## src/rtl/cgs_pkg.sv

```systemverilog
// Shared constants and width helpers for complex_gain_scaler.
// COMPLEX_GAIN_EN selects the complex-gain datapath.
package cgs_pkg;

`ifdef COMPLEX_GAIN_EN
  localparam bit CPLX_EN = 1'b1;
`else
  localparam bit CPLX_EN = 1'b0;
`endif

  // min*min needs the full sum of widths; complex adds a carry bit
  function automatic int prod_w(input int dw, input int gw,
                                input bit cplx);
    return dw + gw + (cplx ? 1 : 0);
  endfunction

  function automatic longint sat_max(input int w);
    return (longint'(1) <<< (w - 1)) - 1;
  endfunction

  function automatic longint sat_min(input int w);
    return -(longint'(1) <<< (w - 1));
  endfunction

  function automatic longint unity_gain(input int frac);
    return longint'(1) <<< frac;
  endfunction

endpackage

```

## src/rtl/round_sat.sv

```systemverilog
// Round-half-up, arithmetic shift and clamp of one product lane.
// Purely combinational; clamp_o flags a saturated lane.
module round_sat
  import cgs_pkg::*;
#(
  parameter int IN_W      = 16,
  parameter int OUT_W     = 8,
  parameter int FRAC_BITS = 0
) (
  input  logic signed [IN_W-1:0]  din_i,
  output logic signed [OUT_W-1:0] dout_o,
  output logic                    clamp_o
);

  localparam int EXT_W = IN_W + 1;
  localparam logic signed [EXT_W-1:0] HALF =
    EXT_W'((1 << FRAC_BITS) >> 1);
  localparam logic signed [EXT_W-1:0] MAXV =
    EXT_W'(sat_max(OUT_W));
  localparam logic signed [EXT_W-1:0] MINV =
    EXT_W'(sat_min(OUT_W));

  logic signed [EXT_W-1:0] rnd;
  logic signed [EXT_W-1:0] shf;

  // extra bit keeps the rounding add from wrapping
  assign rnd = {din_i[IN_W-1], din_i} + HALF;
  assign shf = rnd >>> FRAC_BITS;

  always_comb begin
    dout_o  = shf[OUT_W-1:0];
    clamp_o = 1'b0;
    unique case (1'b1)
      (shf > MAXV): begin
        dout_o  = MAXV[OUT_W-1:0];
        clamp_o = 1'b1;
      end
      (shf < MINV): begin
        dout_o  = MINV[OUT_W-1:0];
        clamp_o = 1'b1;
      end
      default: ;
    endcase
  end

endmodule

```

## src/rtl/complex_gain_scaler.sv

```systemverilog
// Two-stage gain multiplier with round/saturate and stream handshake.
// Define COMPLEX_GAIN_EN for a complex gain (adds gain_im_in).
module complex_gain_scaler
  import cgs_pkg::*;
#(
  parameter int DATA_W    = 8,
  parameter int GAIN_W    = 8,
  parameter int FRAC_BITS = 0,
  parameter int CNT_W     = 16
) (
  input  logic                     clk,
  input  logic                     reset,
  input  logic                     gain_load,
  input  logic signed [GAIN_W-1:0] gain_in,
`ifdef COMPLEX_GAIN_EN
  input  logic signed [GAIN_W-1:0] gain_im_in,
`endif
  input  logic                     in_valid,
  output logic                     in_ready,
  input  logic signed [DATA_W-1:0] in_re,
  input  logic signed [DATA_W-1:0] in_im,
  output logic                     out_valid,
  input  logic                     out_ready,
  output logic signed [DATA_W-1:0] out_re,
  output logic signed [DATA_W-1:0] out_im,
  output logic                     sat_flag,
  output logic [CNT_W-1:0]         sat_count,
  input  logic                     sat_clear
);

  localparam int PW = prod_w(DATA_W, GAIN_W, CPLX_EN);
  localparam logic signed [GAIN_W-1:0] UNITY =
    GAIN_W'(unity_gain(FRAC_BITS));

  logic                     advance;
  logic signed [GAIN_W-1:0] gain_q;
  logic signed [GAIN_W-1:0] gain_eff;
  logic signed [PW-1:0]     a, b, gr;
  logic signed [PW-1:0]     prod_re, prod_im;

  logic                     s1_valid_q;
  logic signed [PW-1:0]     s1_re_q, s1_im_q;

  logic signed [DATA_W-1:0] rs_re, rs_im;
  logic                     clamp_re, clamp_im;

  logic                     out_valid_q;
  logic signed [DATA_W-1:0] out_re_q, out_im_q;

  logic                     sat_hit;
  logic                     sat_flag_d, sat_flag_q;
  logic [CNT_W-1:0]         sat_cnt_d, sat_cnt_q;

  assign advance  = !out_valid_q || out_ready;
  assign in_ready = advance;

  // a load on the accepting edge applies to that sample
  assign gain_eff = gain_load ? gain_in : gain_q;

  assign a  = PW'(in_re);
  assign b  = PW'(in_im);
  assign gr = PW'(gain_eff);

`ifdef COMPLEX_GAIN_EN
  logic signed [GAIN_W-1:0] gain_im_q;
  logic signed [GAIN_W-1:0] gain_im_eff;
  logic signed [PW-1:0]     gi;

  assign gain_im_eff = gain_load ? gain_im_in : gain_im_q;
  assign gi          = PW'(gain_im_eff);
  assign prod_re     = (a * gr) - (b * gi);
  assign prod_im     = (a * gi) + (b * gr);

  always_ff @(posedge clk or posedge reset) begin
    if (reset) begin
      gain_im_q <= '0;
    end else if (gain_load) begin
      gain_im_q <= gain_im_in;
    end
  end
`else
  assign prod_re = a * gr;
  assign prod_im = b * gr;
`endif

  always_ff @(posedge clk or posedge reset) begin
    if (reset) begin
      gain_q <= UNITY;
    end else if (gain_load) begin
      gain_q <= gain_in;
    end
  end

  always_ff @(posedge clk or posedge reset) begin
    if (reset) begin
      s1_valid_q <= 1'b0;
      s1_re_q    <= '0;
      s1_im_q    <= '0;
    end else if (advance) begin
      s1_valid_q <= in_valid;
      if (in_valid) begin
        s1_re_q <= prod_re;
        s1_im_q <= prod_im;
      end
    end
  end

  round_sat #(
    .IN_W     (PW),
    .OUT_W    (DATA_W),
    .FRAC_BITS(FRAC_BITS)
  ) u_rs_re (
    .din_i  (s1_re_q),
    .dout_o (rs_re),
    .clamp_o(clamp_re)
  );

  round_sat #(
    .IN_W     (PW),
    .OUT_W    (DATA_W),
    .FRAC_BITS(FRAC_BITS)
  ) u_rs_im (
    .din_i  (s1_im_q),
    .dout_o (rs_im),
    .clamp_o(clamp_im)
  );

  always_ff @(posedge clk or posedge reset) begin
    if (reset) begin
      out_valid_q <= 1'b0;
      out_re_q    <= '0;
      out_im_q    <= '0;
    end else if (advance) begin
      out_valid_q <= s1_valid_q;
      if (s1_valid_q) begin
        out_re_q <= rs_re;
        out_im_q <= rs_im;
      end
    end
  end

  assign sat_hit = advance && s1_valid_q && (clamp_re || clamp_im);

  // clear first so a saturation on the same edge still counts once
  always_comb begin
    sat_flag_d = sat_flag_q;
    sat_cnt_d  = sat_cnt_q;
    if (sat_clear) begin
      sat_flag_d = 1'b0;
      sat_cnt_d  = '0;
    end
    if (sat_hit) begin
      sat_flag_d = 1'b1;
      if (sat_cnt_d != '1) begin
        sat_cnt_d = sat_cnt_d + CNT_W'(1);
      end
    end
  end

  always_ff @(posedge clk or posedge reset) begin
    if (reset) begin
      sat_flag_q <= 1'b0;
      sat_cnt_q  <= '0;
    end else begin
      sat_flag_q <= sat_flag_d;
      sat_cnt_q  <= sat_cnt_d;
    end
  end

  assign out_valid = out_valid_q;
  assign out_re    = out_re_q;
  assign out_im    = out_im_q;
  assign sat_flag  = sat_flag_q;
  assign sat_count = sat_cnt_q;

endmodule
```

## config.mk

```make
export PLATFORM = sky130hd
export DESIGN_NAME = complex_gain_scaler
export DESIGN_NICKNAME = d
export VERILOG_FILES = /design/src/rtl/cgs_pkg.sv /design/src/rtl/round_sat.sv /design/src/rtl/complex_gain_scaler.sv
export SDC_FILE = /design/constraint.sdc
export NUM_CORES = 1
export LEC_CHECK = 0
export CORE_MARGIN = 3
export CORE_UTILIZATION = 25
export CTS_CLUSTER_SIZE = 28
export DETAILED_ROUTE_END_ITERATION = 7
export PLACE_DENSITY = 0.5
export RECOVER_POWER = 25
export SETUP_SLACK_MARGIN = 0.5
export SLEW_MARGIN = 20
export SYNTH_ARGS = -nofsm -noshare
export SYNTH_HDL_FRONTEND = slang
export SYNTH_SLANG_ARGS = --single-unit
```

## constraint.sdc

```tcl
create_clock -name clk -period 6.6 [get_ports clk]
set_input_delay 1.32 -clock clk [delete_from_list [all_inputs] [get_ports clk]]
set_output_delay 1.32 -clock clk [all_outputs]
set_load 0.02 [all_outputs]
```

==> impl_metrics.env, run 1 <==
export IMPL_cts_hold_fix_buffers=0
export IMPL_power_density_nw_per_um2=424.4
export IMPL_clk_pin_slew_ns=0.06
export IMPL_cp_slowest_cell="mux2_1"
export IMPL_synth_warnings=0
export IMPL_grt_max_degree=62
export IMPL_cp_end_kind="register"
export IMPL_fp_dieH_um=187.8
export IMPL_pwr_share_comb_pct=71.2
export IMPL_clock_path_buffers=2
export IMPL_grt_overflow=0
export IMPL_track_usage_pct=11.11
export IMPL_hpwl_um=15030
export IMPL_htreeDepth=3
export IMPL_grt_pass1_wl_um=31810
export IMPL_reg2reg_slack_ns=1.73
export IMPL_synth_edf_count=0
export IMPL_finalSetupViolations=0
export IMPL_regToRegEndpoint="s1_im_q[14]"
export IMPL_switching_share_pct=45.30
export IMPL_wl_um=18890
export IMPL_async_flop_share_pct=100.0
export IMPL_outcome="complete, but fails checks"
export IMPL_cp_startpoint="gain_load"
export IMPL_syn2layout_area_growth_pct=22.17
export IMPL_setup_tns_ns=0
export IMPL_path_buf_inv=4
export IMPL_worst_slew_pin_slew_ns=3.492
export IMPL_start_util_pct=25.78
export IMPL_path_common_cell="fa_1"
export IMPL_ant_nets=0
export IMPL_timing_fmax_mhz=162.1
export IMPL_finalClockSkew_ns=0.01200
export IMPL_final_nets=1164
export IMPL_path_delay_family="adder cells"
export IMPL_avgSynthCellArea_um2=9.431
export IMPL_critPathMaxStageDelay_ns=0.56
export IMPL_drc=0
export IMPL_crit_type="in2reg"
export IMPL_ys_ff_latch=75
export IMPL_r2r_cells=15
export IMPL_wl_per_cell_um=13.44
export IMPL_portBuffers=64
export IMPL_place_congestion=0.7696
export IMPL_crit_end="s1_im_q[14]"
export IMPL_synth_cell_area_um2=8262
export IMPL_ios=65
export IMPL_synth_nets=1075
export IMPL_synth_main_ff_cell="dfrtp_1"
export IMPL_r2r_start="gain_q[5]"
export IMPL_clock_sinks=75
export IMPL_hp_class="reg2reg"
export IMPL_cap_violations=1
export IMPL_viasPerCell=4.280
export IMPL_seq_area_frac_synth_pct=22.73
export IMPL_crit_chain="clkdlybuf4s50_1, buf_6, mux2_1, and2_1, fa_1, fa_1, fa_1, inv_1, fa_1, inv_1, ha_1, o21a_1, o31a_1, o31ai_4, a211oi_2, or3_1, a31o_1"
export IMPL_max_slew_margin_rel_pct=-132.8
export IMPL_worstPathArrival_ns=6.41
export IMPL_drt_pass1_iter_count=4
export IMPL_drtIter0Drc=220
export IMPL_rsz0062_at_grt="true"
export IMPL_clock_power_share_pct=12.1
export IMPL_cp_max_fo=15
export IMPL_power_switching_uw=1940
export IMPL_cp_depth=17
export IMPL_utilization_pct=31.50
export IMPL_p_leak_uw=0.004596
export IMPL_synth_cell_types=50
export IMPL_hold_viol=0
export IMPL_rows=65
export IMPL_drive_gt1_share_pct=10.10
export IMPL_grt_pass1_vias=6240
export IMPL_synthCells=876
export IMPL_internal_power_uw=2343
export IMPL_fin_crit_ns=6.168
export IMPL_die_area_um2=35260
export IMPL_slew_viol_final=62
export IMPL_insertion_delay_ns=0.35
export IMPL_antenna_found_initial=1
export IMPL_violations="capacitance limit, slew limit"
export IMPL_cts_tree="built"
export IMPL_cts_buffers=9
export IMPL_startpoint_type="input pin"
export IMPL_vias=6018
export IMPL_die_w_um=187.8
export IMPL_root_buffer="clkbuf_16"
export IMPL_hold_depth=2
export IMPL_cp_required_ns=6.84
export IMPL_core_area_um2=32040
export IMPL_p_seq_share_pct=16.7
export IMPL_peakVddDrop_mv=0.2297
export IMPL_fin_crit_sh_pct=93.46
-- synth_stat cells, types with 2 or more instances --
cell type  instances  area share [%]
inv_1            174             7.9
fa_1             110              27
nand2_1           87             4.0
dfrtp_1           74              22
and2_1            61             4.6
ha_1              59             8.9
nor2b_1           37             2.8
o21ai_0           37             2.2
nor2_1            32             1.5
xnor2_1           28             3.0
a21oi_1           19             1.2
clkbuf_1          19            0.86
nor3_1            12            0.73
o21a_1            11             1.0
a211oi_1           9            0.82
nand4_1            9            0.68
a21o_1             8            0.73
mux2i_1            8            0.97
xor2_1             8            0.85
mux2_2             7            0.95
o31ai_1            6            0.55
nor4_1             5            0.38
o31a_1             5            0.53
and3_1             4            0.30
nand2b_1           4            0.30
nand3_1            4            0.24
nor4_4             4             1.0
or3_1              4            0.30
o41ai_1            3            0.32
or2_2              3            0.23
a22o_1             2            0.21
buf_6              2            0.27
o211ai_1           2            0.18
o21ai_2            2            0.21
or3b_1             2            0.21
-- layout by cell type (no fill, tap or decap), types with 9 or more instances in the layout --
cell type        instances
xnor2_1                 28
o21ai_0                 33
inv_1                  169
o21a_1                  11
nor3_1                  12
nor2b_1                 37
clkbuf_16                9
fa_1                   110
and2_1                  59
buf_4                   30
dfrtp_1                 74
a21oi_1                 18
ha_1                    52
nor2_1                  31
clkdlybuf4s50_1         62
nand2_1                 86
nand4_1                  9
-- worst min path at each step --
stage	startpoint	to	slack, ns
2_1_floorplan	s1_valid_q	out_valid	0.44
3_3_place_gp	s1_valid_q	out_valid	0.45
3_5_place_dp	s1_re_q[3]	s1_re_q[3]	0.46
4_1_cts	s1_re_q[3]	s1_re_q[3]	0.48
5_1_grt	out_re[5]	out_re[5]	0.50
6_report	out_re[5]	out_re[5]	0.48
-- worst reg2reg max path, stage by stage, from the launching register on --
cell and delay [ns]:
dfrtp_1 0.35, mux2_1 0.51, and2_1 0.28, fa_1 0.47, fa_1 0.52, fa_1 0.54
inv_1 0.05, fa_1 0.52, inv_1 0.04, ha_1 0.33, o21a_1 0.12, o31a_1 0.14
o31ai_4 0.24, a211oi_2 0.11, or3_1 0.32, a31o_1 0.22
-- sequential cells by signal (all words and copies together), names as in the netlist --
register and flops:
sat_flag 1, sat_count 16, s1_re_q 16, out_im 8, gain_q 8, s1_im_q 16
s1_valid_q 1, out_re 8, out_valid 1
-- through the flow --
| step | total power, uW | area [um2] | hold WS, ns | cells | setup slack (ns) |
|---|---|---|---|---|---|
| final | 4284 | 10090 | 0.4753 | 1406 | 0.4318 |
| after global routing | 4820 | 10090 | 0.4960 | 1405 | 0.2362 |
| after CTS | 4061 | 9854 | 0.4794 | 1391 | 0.5094 |
| after detailed placement | 3467 | 9510 | 0.4629 | 1374 | 0.06004 |
| after global placement | 3424 | 9510 | 0.4489 | 1374 | 0.1225 |
| after floorplan | 2807 | 8269 | 0.4365 | 876 | 0.5224 |
-- metal layers --
metal,wire length (um),GRT usage (%),vias up
met5,0,0,-
met4,159,2.165,0
met3,1039,2.243,12
met2,7941,16.23,103
met1,9754,16.97,2971
li1,-,-,2932
-- power groups by stage --
stage,sequential [uW],combinational [uW],clock [uW]
3_3_place_gp,721,2700,0
5_1_grt,740,3530,553
2_1_floorplan,767,2040,0
3_5_place_dp,726,2740,0
6_report,715,3050,518
4_1_cts,717,2800,541
-- cell type report --
type | count | area (um2)
inverters | 174 | 656.9
multi-input cells | 604 | 5787
well taps | 435 | 544.3
flip-flops and latches | 75 | 1878
fillers | 3441 | 21950
diodes | 1 | 2.502
clock inverters | 5 | 62.56
repair buffers | 101 | 929.6
clock buffers | 11 | 232.7
-- cells by family (layout without fill, tap and decap cells) --
kind of cell	after synthesis	after routing	share of synthesized area, %
AND/OR/NAND/NOR	275	275	17.99
XOR/XNOR	36	36	3.817
flip-flops	75	75	22.73
buffers and inverters	197	291	9.193
other	0	1	0
AO/OA/AOI/OAI	109	109	8.754
adder cells (fa/ha/maj)	169	169	35.59
multiplexers	15	15	1.923
-- what timing repair did --
item / CTS / global route
gates resized for setup: 9 / 39
pin swaps: 3 / 18
buffers inserted: 1 / 14
setup endpoints to repair: 3 / 9
gates cloned: 0 / 0
endpoints found under the hold margin: 0 / 0
Note: power is estimated with default switching activity, not from simulation.
==> inputs of run 2 (changes only) <==
GPL_TIMING_DRIVEN = 0   (was not set)
==> impl_metrics.env, run 2 (synthesized netlist as in run 1, its figures left out) <==
export IMPL_peakVddDrop_mv=0.2287
export IMPL_core_area_um2=32040
export IMPL_place_congestion=0.7720
export IMPL_outcome="complete, but fails checks"
export IMPL_power_density_nw_per_um2=412.2
export IMPL_antenna_found_initial=0
export IMPL_viasPerCell=4.281
export IMPL_ant_nets=0
export IMPL_worst_slew_pin_slew_ns=2.155
export IMPL_dp_slack_ns=-0.4631
export IMPL_clock_path_buffers=2
export IMPL_slew_viol_final=78
export IMPL_max_slew_margin_rel_pct=-43.65
export IMPL_die_w_um=187.8
export IMPL_timing_fmax_mhz=164.1
export IMPL_hpwl_um=15650
export IMPL_drive_gt1_share_pct=8.195
export IMPL_fin_crit_sh_pct=92.31
export IMPL_portBuffers=62
export IMPL_cts_tree="built"
export IMPL_cap_violations=2
export IMPL_wl_per_cell_um=13.86
export IMPL_hold_viol=0
export IMPL_cts_buffers=9
export IMPL_setup_slack_ns=0.5076
export IMPL_wl_um=19390
export IMPL_finalClockSkew_ns=0.01068
export IMPL_final_nets=1158
export IMPL_worstPathArrival_ns=6.33
export IMPL_antenna_cells=0
export IMPL_ios=65
export IMPL_violations="capacitance limit, slew limit"
export IMPL_root_buffer="clkbuf_16"
export IMPL_drc=0
export IMPL_grt_pass1_wl_um=32750
export IMPL_cp_max_fo=10
export IMPL_syn2layout_area_growth_pct=20.66
export IMPL_rows=65
export IMPL_grt_max_degree=40
export IMPL_rsz0062_at_grt="true"
export IMPL_startpoint_type="input pin"
export IMPL_fp_dieH_um=187.8
export IMPL_track_usage_pct=11.60
export IMPL_p_leak_uw=0.004544
export IMPL_htreeDepth=3
export IMPL_clk_pin_slew_ns=0.06
export IMPL_final_cell_mix="169 x inv_1, 108 x fa_1, 86 x nand2_1"
export IMPL_start_util_pct=25.78
export IMPL_grt_pass1_vias=6135
export IMPL_grt_overflow=0
export IMPL_whs_ns=0.4738
export IMPL_drtIter0Drc=263
export IMPL_cp_required_ns=6.84
export IMPL_die_area_um2=35260
export IMPL_finalSetupViolations=0
export IMPL_clock_sinks=75
export IMPL_fin_crit_ns=6.092
export IMPL_vias=5989
export IMPL_crit_type="in2reg"
export IMPL_final_common_cell="inv_1"
export IMPL_cp_end_kind="register"
export IMPL_utilization_pct=31.11
export IMPL_hp_class="reg2reg"
export IMPL_drt_pass1_iter_count=5
export IMPL_insertion_delay_ns=0.36
==> run 2: cell types whose count changed in the layout (fill, tap and decap cells not counted), sizes merged <==
| cell | delta |
|---|---|
| buf | -21 |
| clkbuf | +15 |
| clkdlybuf4s50 | -3 |
| inv | +3 |
| clkinvlp | -2 |
| bufinv | +1 |
| diode | -1 |
| dlygate4sd3 | +1 |
==> run 2: layout make-up <==
class	count	area, um2
Clock buffer	9	225.2
Tap cell	435	544.3
Inverter	174	654.4
Timing Repair Buffer	72	691.9
Fill cell	3412	22070
Sequential cell	75	1878
Buffer	23	126.4
Multi-Input combinational cell	604	5742
Clock inverter	7	106.4
==> run 2: where the power goes <==
group          total (uW)  switching [uW]  leakage [uW]  internal, uW
Combinational        2830            1560       0.00344          1270
Clock                 567             228      0.000163           339
Sequential            712            96.8      0.000937           616
==> run 2: worst paths after layout <==
kind / cells after the start / from / slack, ns / end
worst min register to register: 2 / s1_re_q[2] / 0.47 / s1_re_q[2]
worst min-delay path: 2 / s1_re_q[2] / 0.47 / s1_re_q[2]
worst max register to register: 18 / gain_q[4] / 1.52 / s1_im_q[14]
worst max-delay path: 19 / gain_in[3] / 0.51 / s1_im_q[14]
min in group asynchronous: 2 / reset / 1.88 / sat_count[11]
max in group asynchronous: 3 / reset / 2.06 / s1_re_q[7]
==> run 2: stage by stage <==
step           TNS, ns  power [uW]  instance area (um2)  instances
2_1_floorplan        0        2807                 8269        876
3_3_place_gp    -2.905        3442                 9434       1373
3_5_place_dp    -2.824        3465                 9457       1374
4_1_cts              0        4085                 9891       1394
5_1_grt              0        4624                 9968       1399
6_report             0        4109                 9968       1399
==> run 2: worst max-delay path, cell delays in order <==
cell and delay [ns]:
clkdlybuf4s50_1 0.44, mux2_4 0.29, clkbuf_1 0.26, and2_1 0.26
fa_1 0.50, inv_1 0.05, fa_1 0.47, inv_1 0.06
fa_1 0.52, inv_1 0.05, fa_1 0.52, inv_1 0.06
ha_4 0.24, o21a_1 0.18, o31a_1 0.15, o31ai_4 0.29
a211oi_2 0.11, or3_1 0.31, a31o_1 0.23
==> run 2: layer usage <==
| layer | GRT usage, % | share of wire [%] | vias up |
|---|---|---|---|
| met2 | 17.07 | 43 | 107 |
| met3 | 2.374 | 3.9 | 14 |
| li1 | - | - | 2916 |
| met4 | 2.251 | 0.94 | 0 |
| met1 | 17.60 | 53 | 2952 |
| met5 | 0 | 0 | - |
==> run 2: timing repair <==
action,4_1_cts,5_1_grt
setup buffers,4,5
endpoints found under the hold margin,0,0
resized for setup,21,26
hold buffers,0,0
endpoints found under the setup margin,14,10
pin swaps,1,3
